**config.mk**
```make
export PLATFORM = sky130hd
export DESIGN_NAME = register_file_scoreboard
export DESIGN_NICKNAME = d
export VERILOG_FILES = /design/src/rtl/register_file_scoreboard.sv
export SDC_FILE = /design/constraint.sdc
export NUM_CORES = 2
export LEC_CHECK = 0
export BUFFER_PORTS_ARGS = -buffer_cell sky130_fd_sc_hd__buf_2
export CAP_MARGIN = 0
export CORE_ASPECT_RATIO = 0.75
export CORE_MARGIN = 3
export CORE_UTILIZATION = 32
export CTS_BUF_LIST = sky130_fd_sc_hd__clkbuf_8
export CTS_CLUSTER_DIAMETER = 150
export CTS_CLUSTER_SIZE = 28
export DETAILED_ROUTE_END_ITERATION = 8
export HOLD_SLACK_MARGIN = 0.06
export PLACE_DENSITY_LB_ADDON = 0.25
export SLEW_MARGIN = 20
export SYNTH_ARGS = -nofsm -noshare
export SYNTH_HDL_FRONTEND = slang
export SYNTH_SLANG_ARGS = --single-unit
```
**constraint.sdc**
```tcl
create_clock -name CLK -period 7.7 [get_ports CLK]
set_input_delay 2.31 -clock CLK [delete_from_list [all_inputs] [get_ports CLK]]
set_output_delay 2.31 -clock CLK [all_outputs]
set_load 0.005 [all_outputs]
```
**src/rtl/register_file_scoreboard.sv**
```systemverilog
// register_file_scoreboard
//   Architectural register file fed by the write-back bus, paired with a
//   per-register count of writes that have been issued but not yet written
//   back. It sits in decode/operand fetch. It supplies the A and B operands
//   with a same-cycle write-back bypass. It stalls decode while an operand
//   still has an in-flight producer, or when the destination counter of an
//   issuing instruction is already full.
//
// Ports
//   CLK, RST_N          clock; asynchronous active-low reset
//   RW, DA, Bus_D       write-back enable / destination / data
//   AA, BA              operand A / B addresses
//   USE_A, USE_B        decode instruction actually reads A / B
//   ISSUE               decode instruction leaves decode this cycle unless stalled
//   ISSUE_RW, ISSUE_DA  issuing instruction writes a register / its destination
//   A_DATA, B_DATA      operands (combinational, bypassed)
//   STALL               hold decode (combinational)
//   SB_ERR              sticky flag: write-back arrived for a register with no
//                       outstanding write
module register_file_scoreboard #(
  parameter int DATA_W = 32,
  parameter int ADDR_W = 5,
  parameter int CNT_W  = 2
) (
  input  logic              CLK,
  input  logic              RST_N,
  input  logic              RW,
  input  logic [ADDR_W-1:0] DA,
  input  logic [DATA_W-1:0] Bus_D,
  input  logic [ADDR_W-1:0] AA,
  input  logic [ADDR_W-1:0] BA,
  input  logic              USE_A,
  input  logic              USE_B,
  input  logic              ISSUE,
  input  logic              ISSUE_RW,
  input  logic [ADDR_W-1:0] ISSUE_DA,
  output logic [DATA_W-1:0] A_DATA,
  output logic [DATA_W-1:0] B_DATA,
  output logic              STALL,
  output logic              SB_ERR
);

  localparam int NREG = 2 ** ADDR_W;
  localparam logic [CNT_W-1:0] CNT_MAX = '1;
  localparam logic [CNT_W-1:0] CNT_ONE = CNT_W'(1);

  // Flop-based array: the operand reads must be combinational, and every
  // entry has to clear on reset.
  logic [DATA_W-1:0] regs_reg [NREG];
  logic [CNT_W-1:0]  cnt_reg  [NREG];
  logic              sb_err_reg;

  logic             wb_en;
  logic [CNT_W-1:0] cnt_a, cnt_b, cnt_da, cnt_issue;
  logic             busy_a, busy_b, sat_stall;
  logic             stall_next;
  logic             inc, dec, err_set;

  assign wb_en     = RW && (DA != '0);
  assign cnt_a     = cnt_reg[AA];
  assign cnt_b     = cnt_reg[BA];
  assign cnt_da    = cnt_reg[DA];
  assign cnt_issue = cnt_reg[ISSUE_DA];

  // A register whose only outstanding write is arriving on the bus right now
  // is served by the bypass, so it does not count as busy.
  assign busy_a = (AA != '0) && (cnt_a != '0) &&
                  !((cnt_a == CNT_ONE) && wb_en && (DA == AA));
  assign busy_b = (BA != '0) && (cnt_b != '0) &&
                  !((cnt_b == CNT_ONE) && wb_en && (DA == BA));

  // A full counter must not take another increment, so the issuer waits.
  assign sat_stall = ISSUE && ISSUE_RW && (ISSUE_DA != '0) && (cnt_issue == CNT_MAX);

  assign stall_next = (USE_A && busy_a) || (USE_B && busy_b) || sat_stall;

  assign inc     = ISSUE && !stall_next && ISSUE_RW && (ISSUE_DA != '0);
  assign dec     = wb_en && (cnt_da != '0);
  assign err_set = wb_en && (cnt_da == '0);

  // R0 is covered by this loop too. wb_en and inc both exclude address 0,
  // so entry 0 never leaves its reset value.
  genvar gi;
  generate
    for (gi = 0; gi < NREG; gi++) begin : g_reg
      logic inc_hit, dec_hit;
      assign inc_hit = inc && (ISSUE_DA == ADDR_W'(gi));
      assign dec_hit = dec && (DA == ADDR_W'(gi));

      always_ff @(posedge CLK or negedge RST_N) begin
        if (!RST_N) begin
          regs_reg[gi] <= '0;
          cnt_reg[gi]  <= '0;
        end else begin
          if (wb_en && (DA == ADDR_W'(gi)))
            regs_reg[gi] <= Bus_D;
          // An increment and a decrement on the same register cancel out.
          if (inc_hit && !dec_hit)
            cnt_reg[gi] <= cnt_reg[gi] + CNT_ONE;
          else if (dec_hit && !inc_hit)
            cnt_reg[gi] <= cnt_reg[gi] - CNT_ONE;
        end
      end
    end
  endgenerate

  always_ff @(posedge CLK or negedge RST_N) begin
    if (!RST_N)
      sb_err_reg <= 1'b0;
    else if (err_set)
      sb_err_reg <= 1'b1;
  end

  assign A_DATA = (AA == '0) ? '0 : (wb_en && (DA == AA)) ? Bus_D : regs_reg[AA];
  assign B_DATA = (BA == '0) ? '0 : (wb_en && (DA == BA)) ? Bus_D : regs_reg[BA];
  assign STALL  = stall_next;
  assign SB_ERR = sb_err_reg;

endmodule

```
### After elaboration in Yosys (flattened, before gate mapping)

Cells that the tools add are included.

| storage, ports and cells | value |
|---|---|
| register bits | 1089 |
| bits in latches | 0 |
| memory bits (writable) | 0 |
| ROM bits | 0 |
| input bits | 59 |
| output and inout port bits | 66 |
| memories kept | 0 |

| cells by class | value |
|---|---|
| add/subtract/negate cells | 64 |
| multiply operators | 0 |
| div/mod/pow operators | 0 |
| order comparisons | 4 |
| eq/ne operators | 67 |
| shift-type cells | 0 |
| mux-type cells | 86 |
| bitwise logic cells | 4 |
| reduce and logical (&&, ||, !) cells | 294 |

Operator list:

| kind | count |
|---|---|
| $bmux 32 s5 | 2 |
| $mux 32 | 8 |
| $logic_and 1x1->1 | 181 |
| $eq 5x5->1 const B | 32 |
| $mux 2 | 72 |
| $eq 5x4->1 const B | 16 |
| $reduce_bool 2->1 | 35 |
| $logic_not 1->1 | 67 |
| $add 2x1->2 const B | 32 |
| $sub 2x1->2 const B | 32 |
| $bmux 2 s5 | 4 |
| $eq 5x3->1 const B | 8 |
| $ge 6x6->1 const B | 4 |
| $not 5->6 | 4 |
| $eq 5x2->1 const B | 4 |
| $logic_not 5->1 | 4 |
| $reduce_bool 5->1 | 4 |
| $eq 5x1->1 const B | 2 |
| $eq 5x5->1 | 2 |
| $eq 2x1->1 const B | 2 |
| $eq 2x2->1 const B | 1 |
| $logic_not 2->1 | 1 |
| $logic_or 1x1->1 | 2 |

### Logic depth before layout (Yosys ltp)

| depth | value |
|---|---|
| depth in word-level cells | 21 |
| depth in mapped cells | 15 |

### Worst setup path before layout

OpenSTA, ideal clock, no wires.

| timing path | value |
|---|---|
| path kind | input-to-output |
| start | in BA[0] |
| end | out B_DATA[18] |
| data arrival time | 4.456 ns |
| required time | 5.390 ns |
| slack | 0.934 ns |
| cell stages on the path | 10 |
| buffers on the path | 4 |
| cell sequence | buf_4 buf_6 buf_2 buf_2 mux4_2 mux4_2 mux2i_1 nand2_1 o21ai_0 nor2_1 |

| on the way | value |
|---|---|
| word-level cells in the longest chain between the ends | 6 |
| elaborated cells between the ends (all ways) | 9 |

Ends and longest elaborated chain:

| element | line | RTL |
|---|---|---|
| start: declaration | 31 | `input logic [ADDR_W-1:0] BA,` |
| $not 5->6 (implied by the code) | 115 | `assign B_DATA = (BA == '0) ? '0 : (wb_en && (DA == BA)) ? Bus_D : regs_reg[BA];` |
| $bmux 32 s5 | 115 |  |
| $mux 32 (implied by the code) (2 in a row) | 115 |  |
| $mux 32 | 115 |  |
| $mux 32 (*) | 115 |  |
| end: declaration | 38 | `output logic [DATA_W-1:0] B_DATA,` |

Every way passes the cells marked *; elsewhere a longest branch is shown, timed or not. The select of a mux whose other input is x is not followed.

### Worst setup path after layout

| timing path | value |
|---|---|
| start | in BA[0] |
| end | out B_DATA[30] |

The elaborated chain is that of the path after synthesis.

==> results_dict.tcl <==
set metrics [dict create \
    status "complete, no violations" \
    rsz0062_at_grt "false" \
    fin_util_pct 34.7 \
    grt_pass1_vias 38700 \
    layout-area-overhead-vs-synth_pct 7.26 \
    clk_pin_slew_ps 170 \
    routed_via_density 5.85 \
    path_cells "buf_8 > buf_12 > buf_4 > mux4_2 > mux2i_1 > a211o_1 > and3_1 > nor3_1 > buf_4 > buf_2" \
    ys_top_cells_by_area "dfrtp_1, mux4_2, mux2_2, mux2i_1, clkbuf_1" \
    internal_power_mw 9.82 \
    synth_area_leader_cell "dfrtp_1" \
    overflow 0 \
    synth.distinct_cells 57 \
    drc 0 \
    cts-root-buf "clkbuf_8" \
    combPwrFrac_pct 28.1 \
    core_mm2 0.187 \
    portBuffers 124 \
    antenna_left 0 \
    tightest_slew_ps 1180 \
    cpPeakStageDelay_ps 690 \
    postCtsHoldBufs 0 \
    power.density_mw_per_mm2 221 \
    syn_area_per_cell_um2 14.4 \
    dr.pass1.iters 5 \
    die_h_um 382 \
    power_switching_mw 4.53 \
    hold_violations 0 \
    grtUsageTotal_pct 20.7 \
    p_leak_nw 27.4 \
    grt_pass1_wl_mm 296 \
    placed_area_mm2 0.0642 \
    dp_hpwl_mm 118 \
    wl_mm 204 \
    synthFlopType "dfrtp_1" \
    num_vias 38300 \
    cp.required_ps 5390 \
    startpoint_type "input port" \
    finalNonFillerCells 6551 \
    seq_area_mm2 0.0273 \
    clk_latency_ps 820 \
    clock_path_buffers 3 \
    clkPwrFrac_pct 16.5 \
    ys_ff_latch 1089 \
    multiInputGateArea_mm2 0.0314 \
    ctsResizeCount 0 \
    antenna_found_initial 10 \
    cp_top_family "buffers and inverters" \
    drive_above_1_share_pct 48.4 \
    clock-skew-final_ps 37.1 \
    clock-sinks 1089 \
    yosysSeqAreaShare_pct 45.1 \
    crit_top_cell "buf_4" \
    largest_register_ffs 1024 \
    dpl.cell_count 6499 \
    syn_inst 4189 \
    ir_drop_mv 0.106 \
    die_w_um 508 \
    ios 125 \
    ys_async_sr_fraction_pct 100 \
    worst_ep_arrival_time_ps 5000 \
    drv_cap 0 \
    setup_viol 0 \
    slowest_stage "nor3_1" \
    max_clock_freq_ghz 0.137 \
    gp_congestion 0.830 \
    finalInstanceArea_mm2 0.0648 \
    start_util_pct 32.3 \
    wl_per_cell_um 31.1 \
    whs_ps 420 \
    grt_max_degree 163 \
    finalPower_mw 14.3 \
    rows 137 \
    yosys.area.top_type_share_pct 45.1 \
    path_buf_inv 5 \
    pre_cts_ws_ps 392 \
    cts-htree-levels 2 \
    yosys_warnings 0 \
    drt-initial-drc-count 4002 \
    cts_tree "built" \
    final_common_cell "dfrtp_1" \
    p_sw_share_pct 31.6 \
    nNetsFinal 4133 \
    worstSetupPathType "input port to primary output" \
    path_max_fanout 32 \
    fillers 18100 \
    mostFrequentLayoutCells "dfrtp_1, mux2_2, mux4_2, nand2_1, mux2i_1" \
    drv_slew 0 \
    post_cts.repair.setup_buffers 0 \
    die_area_mm2 0.194 \
    setup_tns_ps 0 \
    layout_setup_ws_ps 385 \
    seqPwrFrac_pct 55.3 \
    fin_crit_sh_pct 95.0 \
    synth_edf_count 0 \
    fin_crit_ps 7310 \
    hp-class "register to register" \
    synth_area_mm2 0.0604 \
    syn-num-nets 4279 \
    endpoint_kind "primary output" \
    relSlewSlack_pct 20.4 \
    cts_buffers 44 \
]
per-layer routing:
layer | vias up | track usage [%] | part of all wire (%)
li1 | 15500 | - | -
met1 | 21300 | 30.6 | 46
met2 | 1254 | 32.7 | 47
met3 | 222 | 2.69 | 5.7
met4 | 0 | 4.08 | 2.1
met5 | - | 0 | 0
cells by family (layout without fill, tap and decap cells):
logic type / after synthesis / count (layout) / synth area share [%]
buffers and inverters: 470 / 324 / 3.27
and+or+nand+nor: 529 / 529 / 3.96
muxes: 1730 / 1730 / 42.9
xor gates and xnor gates: 103 / 103 / 1.49
DFF: 1089 / 1089 / 45.1
adders and majority gates: 31 / 31 / 0.642
other: 0 / 6 / 0
AOI/OAI and AO/OA: 237 / 237 / 2.67
power groups by stage:
stage / sequential [mW] / combinational (mW) / clock [mW]
detailed placement: 8.01 / 4.05 / 0
CTS: 7.90 / 4.06 / 2.47
floorplan: 7.62 / 3.08 / 0
global route: 8.09 / 4.34 / 2.64
global placement: 7.98 / 3.99 / 0
finish: 7.94 / 4.04 / 2.37
worst reg2reg max path, stage by stage (launching register included):
cell	delay [ps]
dfrtp_1	520
mux4_2	520
mux2_2	310
a221oi_1	330
a2111o_1	190
nand4_2	170
buf_4	300
nor4_1	580
ha_1	270
xor2_1	150
nor2_1	60
xor2_1	130
layout make-up:
class / instances / share of cell area, %
antenna: 6 / 0.0232
clock buffer: 45 / 0.956
tap: 2502 / 4.83
sequential: 1089 / 42.0
clock inverter: 1 / 0.00772
multi-input combinational: 2630 / 48.5
timing repair buffer: 273 / 3.59
inverter: 5 / 0.0290
Yosys cell counts (all sizes together), types with 9 or more instances:
master and number:
nor2b 19, mux2i 140, a21oi 41, o211ai 13
mux4 586, nor4 15, o21ai 53, dfrtp 1089
nand3b 10, buf 191, o22ai 23, a22oi 9
and3 16, clkbuf 274, a211o 9, nand3 22
o221ai 32, nor3 59, ha 31, mux2 1004
nand4 12, nand2b 18, a22o 20, xnor2 35
a211oi 11, xor2 68, nor2 114, nand2 227
final timing paths:
| path | from | endpoint | slack, ps | cells after the start |
|---|---|---|---|---|
| setup reg to reg | cnt_reg[34] | cnt_reg[17] | 4040 | 11 |
| setup / recovery | BA[0] | B_DATA[30] | 390 | 10 |
| min in group asynchronous | RST_N | regs_reg[442] | 1580 | 1 |
| max in group asynchronous | RST_N | regs_reg[108] | 4620 | 2 |
| hold reg to reg | regs_reg[999] | regs_reg[999] | 420 | 0 |
| hold / removal | regs_reg[999] | regs_reg[999] | 420 | 0 |
Note: power is estimated with default switching activity, not from simulation.
